### src/rtl/tdm_demux4_if.sv
// Bundle of the TDM receive stream and the demultiplexed frame outputs.
// master drives the serial stream; slave is the demultiplexer.
interface tdm_demux4_if #(
    parameter int WIDTH = 1
);
    logic [WIDTH-1:0] din;
    logic             en;
    logic             sync;
    logic [WIDTH-1:0] a;
    logic [WIDTH-1:0] b;
    logic [WIDTH-1:0] c;
    logic [WIDTH-1:0] d;
    logic             s1;
    logic             s0;
    logic             locked;
    logic             frame_valid;
    logic             sync_err;

    modport master (
        output din, en, sync,
        input  a, b, c, d, s1, s0, locked, frame_valid, sync_err
    );

    modport slave (
        input  din, en, sync,
        output a, b, c, d, s1, s0, locked, frame_valid, sync_err
    );
endinterface

### src/rtl/tdm_demux4.sv
// Four-slot TDM demultiplexer: hunts for the sync-marked slot 0, collects
// four slot samples per frame and publishes them on a..d with frame_valid.
//
// state  | meaning
// HUNT   | no frame alignment; discard beats until an en beat with sync=1
// LOCKED | aligned; slot_q is the slot the next en beat is written to
module tdm_demux4 #(
    parameter int WIDTH = 1
) (
    input  logic          clk,
    input  logic          rst_n,
    tdm_demux4_if.slave   bus
);
    typedef enum logic {HUNT = 1'b0, LOCKED = 1'b1} state_t;

    state_t           state_q;
    logic [1:0]       slot_q;
    logic [WIDTH-1:0] shadow0_q;
    logic [WIDTH-1:0] shadow1_q;
    logic [WIDTH-1:0] shadow2_q;
    logic [WIDTH-1:0] a_q;
    logic [WIDTH-1:0] b_q;
    logic [WIDTH-1:0] c_q;
    logic [WIDTH-1:0] d_q;
    logic             frame_valid_q;
    logic             sync_err_q;

    // Slot 3 needs no shadow: the final beat goes straight to d.
    always_ff @(posedge clk or negedge rst_n) begin
        if (!rst_n) begin
            state_q       <= HUNT;
            slot_q        <= 2'd0;
            shadow0_q     <= '0;
            shadow1_q     <= '0;
            shadow2_q     <= '0;
            a_q           <= '0;
            b_q           <= '0;
            c_q           <= '0;
            d_q           <= '0;
            frame_valid_q <= 1'b0;
            sync_err_q    <= 1'b0;
        end else begin
            frame_valid_q <= 1'b0;
            sync_err_q    <= 1'b0;
            if (bus.en) begin
                case (state_q)
                    HUNT: begin
                        if (bus.sync) begin
                            shadow0_q <= bus.din;
                            slot_q    <= 2'd1;
                            state_q   <= LOCKED;
                        end
                    end
                    LOCKED: begin
                        if (slot_q == 2'd0) begin
                            if (bus.sync) begin
                                shadow0_q <= bus.din;
                                slot_q    <= 2'd1;
                            end else begin
                                sync_err_q <= 1'b1;
                                slot_q     <= 2'd0;
                                state_q    <= HUNT;
                            end
                        end else if (bus.sync) begin
                            // Early sync restarts the frame on this beat.
                            sync_err_q <= 1'b1;
                            shadow0_q  <= bus.din;
                            slot_q     <= 2'd1;
                        end else if (slot_q == 2'd3) begin
                            a_q           <= shadow0_q;
                            b_q           <= shadow1_q;
                            c_q           <= shadow2_q;
                            d_q           <= bus.din;
                            frame_valid_q <= 1'b1;
                            slot_q        <= 2'd0;
                        end else begin
                            if (slot_q == 2'd1) begin
                                shadow1_q <= bus.din;
                            end else begin
                                shadow2_q <= bus.din;
                            end
                            slot_q <= slot_q + 2'd1;
                        end
                    end
                    default: begin
                        state_q <= HUNT;
                        slot_q  <= 2'd0;
                    end
                endcase
            end
        end
    end

    assign bus.a           = a_q;
    assign bus.b           = b_q;
    assign bus.c           = c_q;
    assign bus.d           = d_q;
    assign bus.s1          = slot_q[1];
    assign bus.s0          = slot_q[0];
    assign bus.locked      = (state_q == LOCKED);
    assign bus.frame_valid = frame_valid_q;
    assign bus.sync_err    = sync_err_q;
endmodule
### src/flat_wrapper.sv
// flat-port wrapper written by rule: the top's interface ports become plain ports
module tdm_demux4_flat 
#(
    parameter int WIDTH = 1
)
  (clk, rst_n, bus_din, bus_en, bus_sync, bus_a, bus_b, bus_c, bus_d, bus_s1, bus_s0, bus_locked, bus_frame_valid, bus_sync_err);
  tdm_demux4_if #(.WIDTH(WIDTH)) bus_i ();
  input  logic clk;
  input  logic rst_n;
  input wire logic [$bits(bus_i.din)-1:0] bus_din;
  input wire logic [$bits(bus_i.en)-1:0] bus_en;
  input wire logic [$bits(bus_i.sync)-1:0] bus_sync;
  output wire logic [$bits(bus_i.a)-1:0] bus_a;
  output wire logic [$bits(bus_i.b)-1:0] bus_b;
  output wire logic [$bits(bus_i.c)-1:0] bus_c;
  output wire logic [$bits(bus_i.d)-1:0] bus_d;
  output wire logic [$bits(bus_i.s1)-1:0] bus_s1;
  output wire logic [$bits(bus_i.s0)-1:0] bus_s0;
  output wire logic [$bits(bus_i.locked)-1:0] bus_locked;
  output wire logic [$bits(bus_i.frame_valid)-1:0] bus_frame_valid;
  output wire logic [$bits(bus_i.sync_err)-1:0] bus_sync_err;
  assign bus_i.din = bus_din;
  assign bus_i.en = bus_en;
  assign bus_i.sync = bus_sync;
  assign bus_a = bus_i.a;
  assign bus_b = bus_i.b;
  assign bus_c = bus_i.c;
  assign bus_d = bus_i.d;
  assign bus_s1 = bus_i.s1;
  assign bus_s0 = bus_i.s0;
  assign bus_locked = bus_i.locked;
  assign bus_frame_valid = bus_i.frame_valid;
  assign bus_sync_err = bus_i.sync_err;
  tdm_demux4 #(.WIDTH(WIDTH)) u_core (.clk(clk), .rst_n(rst_n), .bus(bus_i));
endmodule
### config.mk
export PLATFORM = sky130hd
export DESIGN_NAME = tdm_demux4_flat
export DESIGN_NICKNAME = d
export VERILOG_FILES = /design/src/rtl/tdm_demux4_if.sv /design/src/rtl/tdm_demux4.sv /design/src/flat_wrapper.sv
export SDC_FILE = /design/constraint.sdc
export NUM_CORES = 1
export LEC_CHECK = 0
export ABC_AREA = 0
export CAP_MARGIN = 20
export CORE_UTILIZATION = 40
export CTS_CLUSTER_DIAMETER = 150
export DETAILED_ROUTE_END_ITERATION = 8
export HOLD_SLACK_MARGIN = 0.06
export PLACE_DENSITY = 0.74
export RECOVER_POWER = 100
export SYNTH_ARGS = -nofsm -noshare
export SYNTH_HDL_FRONTEND = slang
export SYNTH_SLANG_ARGS = --single-unit
### constraint.sdc
create_clock -name clk -period 1.8 [get_ports clk]
set_clock_uncertainty 0.1 [all_clocks]
set_input_delay 0.45 -clock clk [delete_from_list [all_inputs] [get_ports clk]]
set_output_delay 0.45 -clock clk [all_outputs]
set_load 0.01 [all_outputs]
-- Yosys cells after proc, flatten, opt, wreduce, memory -nomap -nowiden
Cells that the tools add are included.
- flip-flop bits (word level): 12
- input port bits: 5
- output and inout bits: 9
- word-level logic and storage cells: 45
- add/sub/neg operators: 1
- eq/ne operators: 3
- reduce and logical (&&, ||, !) cells: 6
- bitwise logic cells: 5
- mux-type cells: 19
- operator list (cell ; number):
    2-to-1 mux 1 bit ; 13
    AND reduction 6 bit ; 2
    2-to-1 mux 2 bit ; 4
    NOT 1 bit ; 5
    AND reduction 5 bit ; 1
    case mux 2 bit (2 select lines) ; 1
    AND reduction 2 bit ; 2
    adder 2 x 1 -> 2 bit, second input constant ; 1
    equality test 2 x 1 -> 1 bit, second input constant ; 1
    equality test 2 bit, second input constant ; 1
    zero test 2 bit ; 1
    inequality test 2 bit, second input constant ; 1
    case mux 1 bit (2 select lines) ; 1

-- Depth between registers and ports, before layout
- depth in word-level cells: 6
- depth in mapped cells: 6
- mapped depth without buffers: 6

-- Worst setup path after synthesis
OpenSTA, ideal clock, no wires.
- path type: register -> register
- start: register u_core.slot_q[1]
- end: register u_core.a_q (netlist: u_core.bus.a)
- required time: 1.575 ns
- buffers on the path: 0
- clock period less this slack: 1.695 ns
- arrival time: 1.471 ns
- cell stages (with the launch flop): 7
- library setup time: 0.125 ns
- slack: 0.105 ns
- cell sequence: dfrtp_1 > inv_1 > ha_1 > inv_1 > ha_1 > nand4_1 > mux2_2
- cells in the longest elaborated chain, start to end: 3
- elaborated cells on any way between the ends: 4
- classes of those cells: eq/ne (1); bitwise (1); reduce/logical (2)
- RTL lines (what ; line ; RTL):
    start, declared ; tdm_demux4.sv:17 ; logic [1:0] slot_q;
    start signal, assigned ; tdm_demux4.sv:82 ; slot_q <= slot_q + 2'd1;
    zero test 2 bit ; tdm_demux4.sv:55 ; if (slot_q == 2'd0) begin
    NOT 1 bit (no source line) ; n/a ;
    AND reduction 5 bit (no source line) (*) ; n/a ;
    end signal, assigned ; tdm_demux4.sv:70 ; a_q <= shadow0_q;
    end, declared ; tdm_demux4.sv:21 ; logic [WIDTH-1:0] a_q;
Mark *: on every way between the ends. The rest lies on a longest branch, timed or not.
A chain may end at the register's enable or synchronous reset.

-- Final worst setup path
- start: register u_core.slot_q[1]
- end: output bus_s1
- RTL lines (what ; line ; RTL):
    end, declared ; flat_wrapper.sv:17 ; output wire logic [$bits(bus_i.s1)-1:0] bus_s1;
No word-level cell between the ends.

==> key figures <==
Drt
  • Drt wl/cell: 12.9 um
  • Initial DRC count: 6
  • # DRC: 0
  • Via count: 411
  • Vias per inst: 4.89
  • Drt total wl: 1090 um
  • Iteration count of the initial detailed-routing pass: 3
  • Post-DRT Antenna Nets: 0

Power
  • Comb power frac: 44.5%
  • Clock group share of total power: 18.5%
  • Net Sw Frac: 32.0%
  • Switch Pwr: 363 uW
  • Worst vdd ir: 0.000556 V
  • Sequential power share: 37.0%
  • Power per cell area: 1430 nW/um^2
  • Pint: 771 uW
  • Leakage: 0.373 nW

Logic synthesis
  • Yosys cell types: 17
  • Top_reg_cell synth: dfrtp_1
  • Yosys reg bits: 12
  • XOR/XNOR Fraction of Synth Area: 0%
  • Post-synth EDFFs: 0
  • Net count after synthesis: 55
  • Warnings, synthesis: 0
  • Synth Area in Compound Gates: 5.78%
  • Gate Count Post-Synth: 45
  • Async set-reset flop share out of synthesis: 100%
  • Mux contribution to synthesized area: 14.0%
  • Seq/Total Area, Yosys: 53.3%
  • Cell Area, Synth: 563 um^2
  • Synth Area in Simple Gates: 12.4%
  • Adder-cell share of the synthesized area: 11.1%
  • Mean post-synth cell area: 12.5 um^2
  • Largest family of logic cells by synthesized area: multiplexers

Floorplanning
  • Die area: 1560 um^2
  • Core box area: 1300 um^2
  • Die extent in y: 39.5 um
  • Io pins: 14
  • Rows: 13
  • Die Wd: 39.5 um
  • Initial Util: 43.3%

Timing
  • Final setup viols: 0
  • RSZ-0062 raised after global routing: false
  • Fin crit share: 97.3%
  • Crit path time final: 1.75 ns
  • Setup Total Neg Slack: 0 ns
  • Max transition margin: 64.0%
  • Fmax: 571 MHz
  • Final hold violation count: 0
  • Final Max Tran Viols: 0
  • Tightest Pin Transition: 0.538 ns

Critical path
  • CP top delay family: buffers and inverters
  • Crit path launch type: flop
  • Worst path max stage delay: 0.55 ns
  • CP cell instances: clkdlybuf4s50_1
  • Worst-path fanout max: 3
  • Crit-path slowest cell: clkdlybuf4s50_1
  • Kind of end point of the critical path: output port
  • WP buf/inv: 1
  • Critical Path AT: 1.20 ns
  • Worst Path Class, Setup: reg2out
  • Critical path data required time: 1.25 ns

Place
  • Placed Cells: 79
  • RD Place Congestion: 0.832
  • DP HPWL: 802 um
  • IO buf count: 13

Final layout
  • Final Util: 60.8%
  • Final std cells w/o fill: 84
  • Share of cells above drive strength 1: 26.1%
  • Antenna cells: 0
  • Nets@finish: 80
  • Area growth syn-to-layout: 40.4%

CTS
  • CTS Buf Count: 3
  • CTS Buffer Depth: 2
  • CTS H-tree lvls: 1
  • Number of hold buffers added after cts: 0
  • Root buffer cell: clkbuf_4
  • Worst-path clk slew: 0.07 ns
  • Clock Latency Late Sink: 0.27 ns
  • # clock sinks: 12
  • CTS tree: built

Global routing
  • Vias in the first global route: 373
  • Number of antenna violations at the first check in global routing: 0
  • First-pass GRT wire length: 1620 um
  • GR Util All Layers: 16.5%
  • Grt ovf: 0
  • Largest net degree at the start of global routing: 13

Status
  • Status: finished clean

Hold path
  • Hold WC Path Type: reg2reg

Job
  • Max cap viols: 0
[registers in the layout, summed over array words and instances (netlist names)]
name / flops
u_core.shadow2_q: 1
u_core.shadow1_q: 1
u_core.bus.frame_valid: 1
u_core.bus.a: 1
u_core.bus.locked: 1
u_core.slot_q: 2
u_core.bus.d: 1
u_core.bus.c: 1
u_core.shadow0_q: 1
u_core.bus.sync_err: 1
u_core.bus.b: 1
[layout by cell type, fill, tap and decap left out, types with 2 or more instances in the layout]
cell | Yosys | final
buf_4 | 0 | 5
clkbuf_1 | 0 | 2
clkbuf_4 | 0 | 3
clkdlybuf4s50_1 | 0 | 10
dfrtp_1 | 12 | 12
dlygate4sd3_1 | 0 | 2
ha_1 | 5 | 5
inv_1 | 5 | 4
mux2_2 | 7 | 7
nand2_1 | 4 | 5
[power by group through the flow]
stage	Sequential [mW]	Combinational, mW	Clock, mW
floorplan	0.464	0.217	0
global placement	0.427	0.500	0
detailed placement	0.428	0.510	0
CTS	0.418	0.528	0.216
global route	0.430	0.562	0.226
finish	0.420	0.505	0.209
[cells by family (layout without fill, tap and decap cells)]
kind of cell,Yosys count,in the layout
fa+ha+maj,5,5
flops,12,12
simple gates,11,11
mux,7,7
buf+inv,5,29
compound gates,5,5
[Yosys cell counts, types with 4 or more instances]
master   count  share of area (%)
mux2_2       7                 14
nand2_1      4                2.7
ha_1         5                 11
dfrtp_1     12                 53
inv_1        5                3.3
[through the flow]
stage	power, mW	area [um^2]	hold WS, ns	setup slack [ns]
6_report	1.13	791	0.408	0.0483
3_5_place_dp	0.937	757	0.397	-0.178
4_1_cts	1.16	801	0.414	0.0305
5_1_grt	1.22	791	0.422	0.0148
3_3_place_gp	0.927	757	0.387	-0.163
2_1_floorplan	0.681	563	0.0544	0.105
[path summary, 6_finish.rpt]
| kind | startpoint | to | slack [ns] | cells after the start |
|---|---|---|---|---|
| setup / recovery | u_core.slot_q[1]$_DFFE_PN0P_ | bus_s1 | 0.05 | 1 |
| hold / removal | u_core.shadow0_q$_DFFE_PN0P_ | u_core.bus.a$_DFFE_PN0P_ | 0.41 | 1 |
| setup reg to reg | u_core.slot_q[0]$_DFFE_PN0P_ | u_core.shadow2_q$_DFFE_PN0P_ | 0.14 | 4 |
| hold reg to reg | u_core.shadow0_q$_DFFE_PN0P_ | u_core.bus.a$_DFFE_PN0P_ | 0.41 | 1 |
| max in group asynchronous | rst_n | u_core.bus.sync_err$_DFF_PN0_ | 0.75 | 1 |
| min in group asynchronous | rst_n | u_core.bus.d$_DFFE_PN0P_ | 0.50 | 1 |
[routing by layer]
layer	vias up	routed length, um	global-route usage [%]
li1	206	-	-
met4	0	14	10.3
met3	2	36	5.11
met1	194	543	21.9
met5	-	0	0
met2	9	493	23.0
[what timing repair did]
item	CTS	global route
gates resized for setup	0	2
setup endpoints to repair	1	5
pin swaps	0	1
buffers inserted	1	0
[final cells by class]
cell class / instances / area (um^2)
fill: 126 / 510
tap: 15 / 18.8
inverter: 5 / 18.8
timing repair buffer: 20 / 175
multi-input combinational: 28 / 241
clock buffer: 4 / 36.3
sequential: 12 / 300
(Power assumes the default switching activity.)
